## config.mk

```make
export PLATFORM = sky130hd
export DESIGN_NAME = ex_stage_muldiv
export DESIGN_NICKNAME = d
export VERILOG_FILES = /design/src/rtl/ex_pkg.sv /design/src/rtl/iterative_muldiv.sv /design/src/rtl/ex_stage_muldiv.sv
export SDC_FILE = /design/constraint.sdc
export NUM_CORES = 1
export LEC_CHECK = 0
export CORE_MARGIN = 5
export CORE_UTILIZATION = 45
export DETAILED_ROUTE_END_ITERATION = 8
export PLACE_DENSITY = 0.7
export SETUP_SLACK_MARGIN = 0.4
export SLEW_MARGIN = 0
export SYNTH_ARGS = -nofsm -noshare
export SYNTH_HDL_FRONTEND = slang
export SYNTH_SLANG_ARGS = --single-unit
```

## constraint.sdc

```tcl
create_clock -name clk -period 3.4 [get_ports clk]
set_input_delay 0.68 -clock clk [delete_from_list [all_inputs] [get_ports clk]]
set_output_delay 0.68 -clock clk [all_outputs]
set_load 0.02 [all_outputs]
```

## src/rtl/ex_pkg.sv

```systemverilog
// Shared definitions for the parametrised execute stage: opcodes, flag bit
// positions and the multi-cycle sequencing states.
package ex_pkg;

    localparam logic [4:0] OP_ADD = 5'b00000;
    localparam logic [4:0] OP_SUB = 5'b00001;
    localparam logic [4:0] OP_MOV = 5'b00010;
    localparam logic [4:0] OP_MUL = 5'b00011;
    localparam logic [4:0] OP_AND = 5'b00100;
    localparam logic [4:0] OP_OR  = 5'b00101;
    localparam logic [4:0] OP_XOR = 5'b00110;
    localparam logic [4:0] OP_NOT = 5'b00111;
    localparam logic [4:0] OP_ADI = 5'b01000;
    localparam logic [4:0] OP_SBI = 5'b01001;
    localparam logic [4:0] OP_MVI = 5'b01010;
    localparam logic [4:0] OP_DIV = 5'b01011;
    localparam logic [4:0] OP_ANI = 5'b01100;
    localparam logic [4:0] OP_ORI = 5'b01101;
    localparam logic [4:0] OP_XRI = 5'b01110;
    localparam logic [4:0] OP_NTI = 5'b01111;
    localparam logic [4:0] OP_RET = 5'b10000;
    localparam logic [4:0] OP_HLT = 5'b10001;
    localparam logic [4:0] OP_LD  = 5'b10100;
    localparam logic [4:0] OP_ST  = 5'b10101;
    localparam logic [4:0] OP_IN  = 5'b10110;
    localparam logic [4:0] OP_OUT = 5'b10111;
    localparam logic [4:0] OP_JMP = 5'b11000;
    localparam logic [4:0] OP_LS  = 5'b11001;
    localparam logic [4:0] OP_RS  = 5'b11010;
    localparam logic [4:0] OP_RSA = 5'b11011;
    localparam logic [4:0] OP_JC  = 5'b11100;
    localparam logic [4:0] OP_JNC = 5'b11101;
    localparam logic [4:0] OP_JZ  = 5'b11110;
    localparam logic [4:0] OP_JNZ = 5'b11111;

    localparam int unsigned FLAG_C = 0;
    localparam int unsigned FLAG_Z = 1;
    localparam int unsigned FLAG_V = 2;
    localparam int unsigned FLAG_P = 3;
    localparam int unsigned FLAG_W = 4;

    typedef enum logic [1:0] {
        ST_IDLE    = 2'd0,
        ST_MUL_RUN = 2'd1,
        ST_DIV_RUN = 2'd2,
        ST_DONE    = 2'd3
    } state_t;

endpackage

```

## src/rtl/iterative_muldiv.sv

```systemverilog
// Bit-serial unsigned multiplier (shift-add) and restoring divider sharing one
// WIDTH+1-bit adder. done is high during the final iteration cycle; lo/hi are final after it.
module iterative_muldiv #(
    parameter int unsigned WIDTH = 8
) (
    input  logic             clk,
    input  logic             reset,
    input  logic             start,
    input  logic             is_div,
    input  logic [WIDTH-1:0] a,
    input  logic [WIDTH-1:0] b,
    output logic             busy,
    output logic             done,
    output logic [WIDTH-1:0] lo,
    output logic [WIDTH-1:0] hi,
    output logic             div_by_zero
);

    localparam int unsigned CNT_W = $clog2(WIDTH) + 1;
    localparam int unsigned SUM_W = WIDTH + 2;

    logic [CNT_W-1:0] cnt;
    logic             running;
    logic             mode_div;
    logic [WIDTH-1:0] m;

    logic [WIDTH:0]   add_a_c;
    logic [WIDTH:0]   add_b_c;
    logic             add_cin_c;
    logic [SUM_W-1:0] add_sum_c;
    logic [WIDTH:0]   rem_shift_c;

    // Partial remainder shifted left with the next dividend bit brought in.
    assign rem_shift_c = {hi, lo[WIDTH-1]};

    // Shared adder: accumulate multiplicand, or trial-subtract the divisor.
    always_comb begin
        add_a_c   = {1'b0, hi};
        add_b_c   = '0;
        add_cin_c = 1'b0;
        if (mode_div) begin
            add_a_c   = rem_shift_c;
            add_b_c   = ~{1'b0, m};
            add_cin_c = 1'b1;
        end else if (lo[0]) begin
            add_b_c = {1'b0, m};
        end
    end

    assign add_sum_c = SUM_W'(add_a_c) + SUM_W'(add_b_c) + SUM_W'(add_cin_c);

    always_ff @(posedge clk) begin
        if (reset) begin
            cnt         <= '0;
            running     <= 1'b0;
            mode_div    <= 1'b0;
            m           <= '0;
            busy        <= 1'b0;
            done        <= 1'b0;
            lo          <= '0;
            hi          <= '0;
            div_by_zero <= 1'b0;
        end else begin
            done <= 1'b0;
            if (start) begin
                mode_div <= is_div;
                m        <= b;
                cnt      <= '0;
                busy     <= 1'b1;
                // Division by zero skips iteration entirely.
                if (is_div && (b == '0)) begin
                    running     <= 1'b0;
                    done        <= 1'b1;
                    div_by_zero <= 1'b1;
                    hi          <= a;
                    lo          <= '1;
                end else begin
                    running     <= 1'b1;
                    div_by_zero <= 1'b0;
                    hi          <= '0;
                    lo          <= a;
                end
            end else begin
                if (done) begin
                    busy <= 1'b0;
                end
                if (running) begin
                    cnt <= cnt + CNT_W'(1);
                    if (cnt == CNT_W'(WIDTH - 2)) begin
                        done <= 1'b1;
                    end
                    if (cnt == CNT_W'(WIDTH - 1)) begin
                        running <= 1'b0;
                    end
                    if (mode_div) begin
                        if (add_sum_c[WIDTH+1]) begin
                            hi <= add_sum_c[WIDTH-1:0];
                            lo <= {lo[WIDTH-2:0], 1'b1};
                        end else begin
                            hi <= rem_shift_c[WIDTH-1:0];
                            lo <= {lo[WIDTH-2:0], 1'b0};
                        end
                    end else begin
                        hi <= add_sum_c[WIDTH:1];
                        lo <= {add_sum_c[0], lo[WIDTH-1:1]};
                    end
                end
            end
        end
    end

endmodule

```

## src/rtl/ex_stage_muldiv.sv

```systemverilog
// Execute stage: single-cycle ALU, iterative MUL/DIV sequencing, pipeline
// registers toward memory and the persistent flag register.
module ex_stage_muldiv
    import ex_pkg::*;
#(
    parameter int unsigned WIDTH     = 8,
    parameter bit          MULDIV_EN = 1'b1
) (
    input  logic             clk,
    input  logic             reset,
    input  logic             in_valid,
    output logic             in_ready,
    input  logic [4:0]       op_dec,
    input  logic [WIDTH-1:0] A,
    input  logic [WIDTH-1:0] B,
    input  logic [WIDTH-1:0] data_in,
    input  logic [4:0]       RW_dec,
    input  logic             mem_en_dec,
    input  logic             mem_rw_dec,
    input  logic             mem_mux_sel_dec,
    output logic             out_valid,
    output logic [WIDTH-1:0] ans_ex,
    output logic [WIDTH-1:0] hi_ex,
    output logic [WIDTH-1:0] B_Bypass,
    output logic [WIDTH-1:0] data_out,
    output logic [3:0]       flag_ex,
    output logic             mem_en_ex,
    output logic             mem_rw_ex,
    output logic             mem_mux_sel_ex,
    output logic [4:0]       RW_ex
);

    localparam int unsigned SUM_W = WIDTH + 1;

    state_t state, state_next;

    logic             accept_c;
    logic             is_mul_c;
    logic             is_div_c;
    logic             md_start_c;

    logic             md_busy;
    logic             md_done;
    logic [WIDTH-1:0] md_lo;
    logic [WIDTH-1:0] md_hi;
    logic             md_dbz;

    logic [4:0]       pend_rw;
    logic             pend_mem_en;
    logic             pend_mem_rw;
    logic             pend_mux_sel;
    logic             pend_div;

    logic [SUM_W-1:0] add_sum_c;
    logic [SUM_W-1:0] sub_sum_c;
    logic [WIDTH-1:0] ls_c;
    logic [WIDTH-1:0] rs_c;
    logic [WIDTH-1:0] rsa_c;

    logic [WIDTH-1:0] alu_res_c;
    logic             alu_cf_c;
    logic             alu_vf_c;
    logic             ld_flags_c;
    logic             clr_flags_c;
    logic             ld_ans_c;
    logic             illegal_c;
    logic [3:0]       alu_flags_c;
    logic [3:0]       md_flags_c;

    assign accept_c   = in_valid & in_ready;
    assign is_mul_c   = MULDIV_EN && (op_dec == OP_MUL);
    assign is_div_c   = MULDIV_EN && (op_dec == OP_DIV);
    assign md_start_c = accept_c & (is_mul_c | is_div_c);

    iterative_muldiv #(.WIDTH(WIDTH)) u_muldiv (
        .clk         (clk),
        .reset       (reset),
        .start       (md_start_c),
        .is_div      (is_div_c),
        .a           (A),
        .b           (B),
        .busy        (md_busy),
        .done        (md_done),
        .lo          (md_lo),
        .hi          (md_hi),
        .div_by_zero (md_dbz)
    );

    assign add_sum_c = {1'b0, A} + {1'b0, B};
    assign sub_sum_c = {1'b0, A} + {1'b0, ~B} + SUM_W'(1'b1);
    assign ls_c      = A << B;
    assign rs_c      = A >> B;
    assign rsa_c     = $unsigned($signed(A) >>> B);

    // Single-cycle result, flag sources and register-update policy per opcode.
    always_comb begin
        alu_res_c   = '0;
        alu_cf_c    = 1'b0;
        alu_vf_c    = 1'b0;
        ld_flags_c  = 1'b0;
        clr_flags_c = 1'b0;
        ld_ans_c    = 1'b0;
        illegal_c   = 1'b0;
        case (op_dec)
            OP_ADD, OP_ADI: begin
                alu_res_c  = add_sum_c[WIDTH-1:0];
                alu_cf_c   = add_sum_c[WIDTH];
                alu_vf_c   = add_sum_c[WIDTH] ^ (A[WIDTH-1] ^ B[WIDTH-1] ^ add_sum_c[WIDTH-1]);
                ld_flags_c = 1'b1;
                ld_ans_c   = 1'b1;
            end
            OP_SUB, OP_SBI: begin
                alu_res_c  = sub_sum_c[WIDTH-1:0];
                alu_cf_c   = sub_sum_c[WIDTH];
                alu_vf_c   = sub_sum_c[WIDTH] ^ (A[WIDTH-1] ^ ~B[WIDTH-1] ^ sub_sum_c[WIDTH-1]);
                ld_flags_c = 1'b1;
                ld_ans_c   = 1'b1;
            end
            OP_MOV, OP_MVI: begin alu_res_c = B;      ld_flags_c = 1'b1; ld_ans_c = 1'b1; end
            OP_AND, OP_ANI: begin alu_res_c = A & B;  ld_flags_c = 1'b1; ld_ans_c = 1'b1; end
            OP_OR,  OP_ORI: begin alu_res_c = A | B;  ld_flags_c = 1'b1; ld_ans_c = 1'b1; end
            OP_XOR, OP_XRI: begin alu_res_c = A ^ B;  ld_flags_c = 1'b1; ld_ans_c = 1'b1; end
            OP_NOT, OP_NTI: begin alu_res_c = ~B;     ld_flags_c = 1'b1; ld_ans_c = 1'b1; end
            OP_LS:          begin alu_res_c = ls_c;   ld_flags_c = 1'b1; ld_ans_c = 1'b1; end
            OP_RS:          begin alu_res_c = rs_c;   ld_flags_c = 1'b1; ld_ans_c = 1'b1; end
            OP_RSA:         begin alu_res_c = rsa_c;  ld_flags_c = 1'b1; ld_ans_c = 1'b1; end
            OP_IN:          begin alu_res_c = data_in; ld_flags_c = 1'b1; ld_ans_c = 1'b1; end
            OP_LD, OP_ST:   begin alu_res_c = A;      ld_ans_c = 1'b1; end
            OP_RET, OP_HLT: clr_flags_c = 1'b1;
            OP_OUT, OP_JMP, OP_JC, OP_JNC, OP_JZ, OP_JNZ: ;
            OP_MUL, OP_DIV: illegal_c = !MULDIV_EN;
            default:        illegal_c = 1'b1;
        endcase
    end

    always_comb begin
        alu_flags_c         = '0;
        alu_flags_c[FLAG_C] = alu_cf_c;
        alu_flags_c[FLAG_Z] = (alu_res_c == '0);
        alu_flags_c[FLAG_V] = alu_vf_c;
        alu_flags_c[FLAG_P] = ^alu_res_c;
    end

    // MUL overflow means a non-zero high half; DIV flags only a zero divisor.
    always_comb begin
        md_flags_c         = '0;
        md_flags_c[FLAG_P] = ^md_lo;
        if (pend_div) begin
            md_flags_c[FLAG_Z] = (md_lo == '0);
            md_flags_c[FLAG_V] = md_dbz;
        end else begin
            md_flags_c[FLAG_Z] = (md_lo == '0) && (md_hi == '0);
            md_flags_c[FLAG_C] = (md_hi != '0);
            md_flags_c[FLAG_V] = (md_hi != '0);
        end
    end

    // Sequencer next state.
    always_comb begin
        state_next = state;
        case (state)
            ST_IDLE: begin
                if (accept_c && is_mul_c) begin
                    state_next = ST_MUL_RUN;
                end else if (accept_c && is_div_c) begin
                    state_next = ST_DIV_RUN;
                end
            end
            ST_MUL_RUN, ST_DIV_RUN: begin
                if (md_done) begin
                    state_next = ST_DONE;
                end else if (!md_busy) begin
                    state_next = ST_IDLE;
                end
            end
            ST_DONE: state_next = ST_IDLE;
            default: state_next = ST_IDLE;
        endcase
    end

    always_ff @(posedge clk) begin
        if (reset) begin
            state    <= ST_IDLE;
            in_ready <= 1'b1;
        end else begin
            state    <= state_next;
            in_ready <= (state_next == ST_IDLE);
        end
    end

    // Pipeline and flag registers; bubbles clear only the valid/side-effect fields.
    always_ff @(posedge clk) begin
        if (reset) begin
            out_valid      <= 1'b0;
            ans_ex         <= '0;
            hi_ex          <= '0;
            B_Bypass       <= '0;
            data_out       <= '0;
            flag_ex        <= '0;
            mem_en_ex      <= 1'b0;
            mem_rw_ex      <= 1'b0;
            mem_mux_sel_ex <= 1'b0;
            RW_ex          <= '0;
            pend_rw        <= '0;
            pend_mem_en    <= 1'b0;
            pend_mem_rw    <= 1'b0;
            pend_mux_sel   <= 1'b0;
            pend_div       <= 1'b0;
        end else begin
            out_valid <= 1'b0;
            mem_en_ex <= 1'b0;
            RW_ex     <= '0;
            if (state == ST_DONE) begin
                out_valid      <= 1'b1;
                ans_ex         <= md_lo;
                hi_ex          <= md_hi;
                flag_ex        <= md_flags_c;
                RW_ex          <= pend_rw;
                mem_en_ex      <= pend_mem_en;
                mem_rw_ex      <= pend_mem_rw;
                mem_mux_sel_ex <= pend_mux_sel;
            end else if (md_start_c) begin
                B_Bypass     <= B;
                pend_rw      <= RW_dec;
                pend_mem_en  <= mem_en_dec;
                pend_mem_rw  <= mem_rw_dec;
                pend_mux_sel <= mem_mux_sel_dec;
                pend_div     <= is_div_c;
            end else if (accept_c) begin
                out_valid      <= 1'b1;
                B_Bypass       <= B;
                RW_ex          <= RW_dec;
                mem_en_ex      <= mem_en_dec;
                mem_rw_ex      <= mem_rw_dec;
                mem_mux_sel_ex <= mem_mux_sel_dec;
                hi_ex          <= '0;
                if (illegal_c) begin
                    ans_ex <= '0;
                end else if (ld_ans_c) begin
                    ans_ex <= alu_res_c;
                end
                if (ld_flags_c) begin
                    flag_ex <= alu_flags_c;
                end else if (clr_flags_c) begin
                    flag_ex <= '0;
                end
                if (op_dec == OP_OUT) begin
                    data_out <= A;
                end
            end
        end
    end

endmodule

```

==> reports/summary.txt <==
Share of layout cells above drive strength 1 = 0.341
Number of DRC markers in iteration 0 = 1080
Mapped Avg Cell Area = 7.68 µm²
CTS tree = done
Adder-Cell Fraction of Synth Area = 0.0887
Core ar. = 15800 µm²
Area fraction in compound gates after synthesis = 0.252
Antenna Nets Post-Route = 0
Sw power = 1060 µW
Switching Share = 0.329
Most used DFF post-synth = dfxtp_1
Worst vdd ir = 0.000266 V
Final Cell Area = 11000 µm²
Fin. max-slew vios = 0
Site row count = 46
Async SR Flop Fraction = 0
Post-synthesis cell type count = 77
Number of global-route vias before repair = 8185
Reg power frac = 0.341
Synth Area in XOR/XNOR = 0.0169
Hold_buf cts = 0
Total track usage = 0.314
CTS root buffer = clkbuf_16
CP required = 3630 ps
Post-route setup TNS = 0 ps
WHS Path Cells = 2
Vias = 8637
Simple-Gate Fraction of Synth Area = 0.235
Initial Util = 0.458
Max Fanout on Critical Path = 5
Endpoint, Worst Hold = u_muldiv.m[2]
Final setup violation count = 0
Synthesized area = 7250 µm²
Min Clock Period, post-route = 3210 ps
Post-synth EDFFs = 0
Hold Fails Final Rpt = 0
DRC = 0
# IOs = 86
R2r endpoint = u_muldiv.hi[6]
CP Data Arrival Time = 3430 ps
Wire per inst = 20.6 µm
Commonest non-fill, non-tap cell in the layout = buf_4
Hpwl dp = 21.5 mm
CP Capture Type = flip-flop
Synthesized Nets = 1033
Worst hold slack = 470 ps
Slew HR = 0.558
Placed cell area = 9630 µm²
Largest net degree at the start of global routing = 46
DRT Wirelength = 29.7 mm
First-pass GRT wire length = 45.7 mm
Die span in x = 137 µm
PD cells = 294 nW/µm²
Status = finished clean
Register area share after synthesis = 0.248
Clock Pin Slew Worst Setup and Hold Paths = 70 ps
Most frequent cells in the layout = buf_4, nand2_1, dfxtp_1, a21oi_1, nor2_1
# Max-Cap Violations = 0
Gr ovfl total = 0
RSZ-0062 raised after global routing = true
Worst Hold Class = flip-flop to flip-flop
Diode count = 0
CTS Sinks = 90
Max Freq = 0.312 GHz
Max Buffers Root-to-Sink = 2
Crit Path Category = primary input to flip-flop
Placed instance count = 1371
Via/cell ratio = 5.98
Die span in y = 137 µm
Buffers on Ports = 85
Total power = 3230 µW
CTS Buf Count = 9
CP Launch Point = A[6]
Internal power = 2170 µW
Logic pwr share = 0.347
Reg2Reg Depth = 9
Worst Tran Pin Value = 663 ps
DR pass1 iterations = 6
Tcrit/Tclk final = 0.943
Post-Syn Instances = 944
Non-Filler Instances = 1444
Hold path start = u_muldiv.m[2]
Layout area overhead = 51.7%
Syn. warnings = 0
Worst Skew = 9.13 ps
Reg2reg setup slack = 480 ps
Mux contribution to synthesized area = 0.0937
Antenna violations before repair = 0
Die area = 18800 µm²
Gpl congestion = 1.04
Register bit total from synthesis = 90
Largest family of logic cells by synthesized area = compound AO/OA/AOI/OAI gates
Clock power frac = 0.313
Total leakage power = 0.00452 µW
Clk Latency, worst-skew pair = 360 ps
Final net count = 1312
Worst setup SP type = primary input
Worst reg2reg startpoint = u_muldiv.mode_div
H-tree levels = 3
-- how the worst max path moves through the flow --
stage,end,cells after the start
5_1_grt,flag_ex[3],15
6_report,flag_ex[3],13
2_1_floorplan,flag_ex[3],16
4_1_cts,flag_ex[3],15
3_5_place_dp,flag_ex[3],15
3_3_place_gp,flag_ex[3],15
-- power by group through the flow --
stage / clock network [µW] / logic, µW / registers [µW]
4_1_cts: 1030 / 1060 / 1100
3_3_place_gp: 0 / 884 / 1130
6_report: 1010 / 1120 / 1100
5_1_grt: 1070 / 1180 / 1100
3_5_place_dp: 0 / 889 / 1130
2_1_floorplan: 0 / 438 / 1150
-- stage by stage --
| step | util | worst slack (ps) |
|---|---|---|
| 4_1_cts | 0.687 | 318 |
| 2_1_floorplan | - | 17.4 |
| 5_1_grt | 0.695 | 95.9 |
| 3_3_place_gp | 0.609 | -660 |
| 6_report | 0.695 | 195 |
| 3_5_place_dp | 0.609 | -726 |
-- cells in the mapped netlist, drive strengths merged (14+ instances only) --
cell type	count	area [µm²]
o21ai	54	270
nand4	17	106
mux2i	33	330
nor2b	19	119
mux2	19	214
buf	21	119
nand2b	16	100
nor3	21	115
inv	43	161
nand2	99	374
o22ai	18	113
dfxtp	90	1800
a21oi	91	455
clkbuf	52	196
nor2	93	349
ha	45	563
a211oi	14	105
-- area by class of cell --
| type | count | area, µm² |
|---|---|---|
| multi-input combinational | 737 | 5510 |
| inverter | 44 | 186 |
| sequential | 90 | 1810 |
| timing repair buffer | 341 | 2930 |
| tap | 216 | 270 |
| fill | 1294 | 4830 |
| clock inverter | 7 | 78.8 |
| clock buffer | 9 | 225 |
-- worst max-delay path, cell delays in order --
cell	delay (ps)
clkdlybuf4s15_1	210
buf_6	170
buf_4	160
mux4_2	480
a32oi_1	280
mux2i_1	220
nor4_4	310
ha_1	310
xnor2_2	210
xnor2_1	150
o21ai_1	80
mux2i_1	140
nor2_1	50
-- repair_timing --
item | 4_1_cts | 5_1_grt
buffers inserted | 48 | 3
gates resized for setup | 195 | 28
hold endpoints to repair | 0 | 0
gates cloned | 6 | 0
pin swaps | 45 | 13
endpoints found under the setup margin | 7 | 11
-- flip-flops by register name (all words and copies together) (netlist names), 2 cells and up --
name          cells
u_muldiv.cnt      4
hi_ex             8
B_Bypass          8
u_muldiv.lo       8
state             2
ans_ex            8
RW_ex             5
pend_rw           5
flag_ex           4
u_muldiv.hi       8
u_muldiv.m        8
data_out          8
-- per-layer routing --
metal | GRT usage | vias up | share of wire
met5 | 0 | - | 0
met4 | 0.123 | 0 | 0.041
met3 | 0.0640 | 96 | 0.092
met2 | 0.474 | 445 | 0.44
met1 | 0.438 | 4089 | 0.43
li1 | - | 4007 | -
-- kinds of logic (layout without fill, tap and decap cells) --
| family | after synthesis | in the layout |
|---|---|---|
| DFF | 90 | 90 |
| adders and majority gates | 49 | 49 |
| xor gates and xnor gates | 14 | 14 |
| muxes | 58 | 58 |
| and+or+nand+nor | 339 | 339 |
| AOI/OAI and AO/OA | 277 | 277 |
| buffers and inverters | 117 | 401 |
Note: power is estimated with default switching activity, not from simulation.
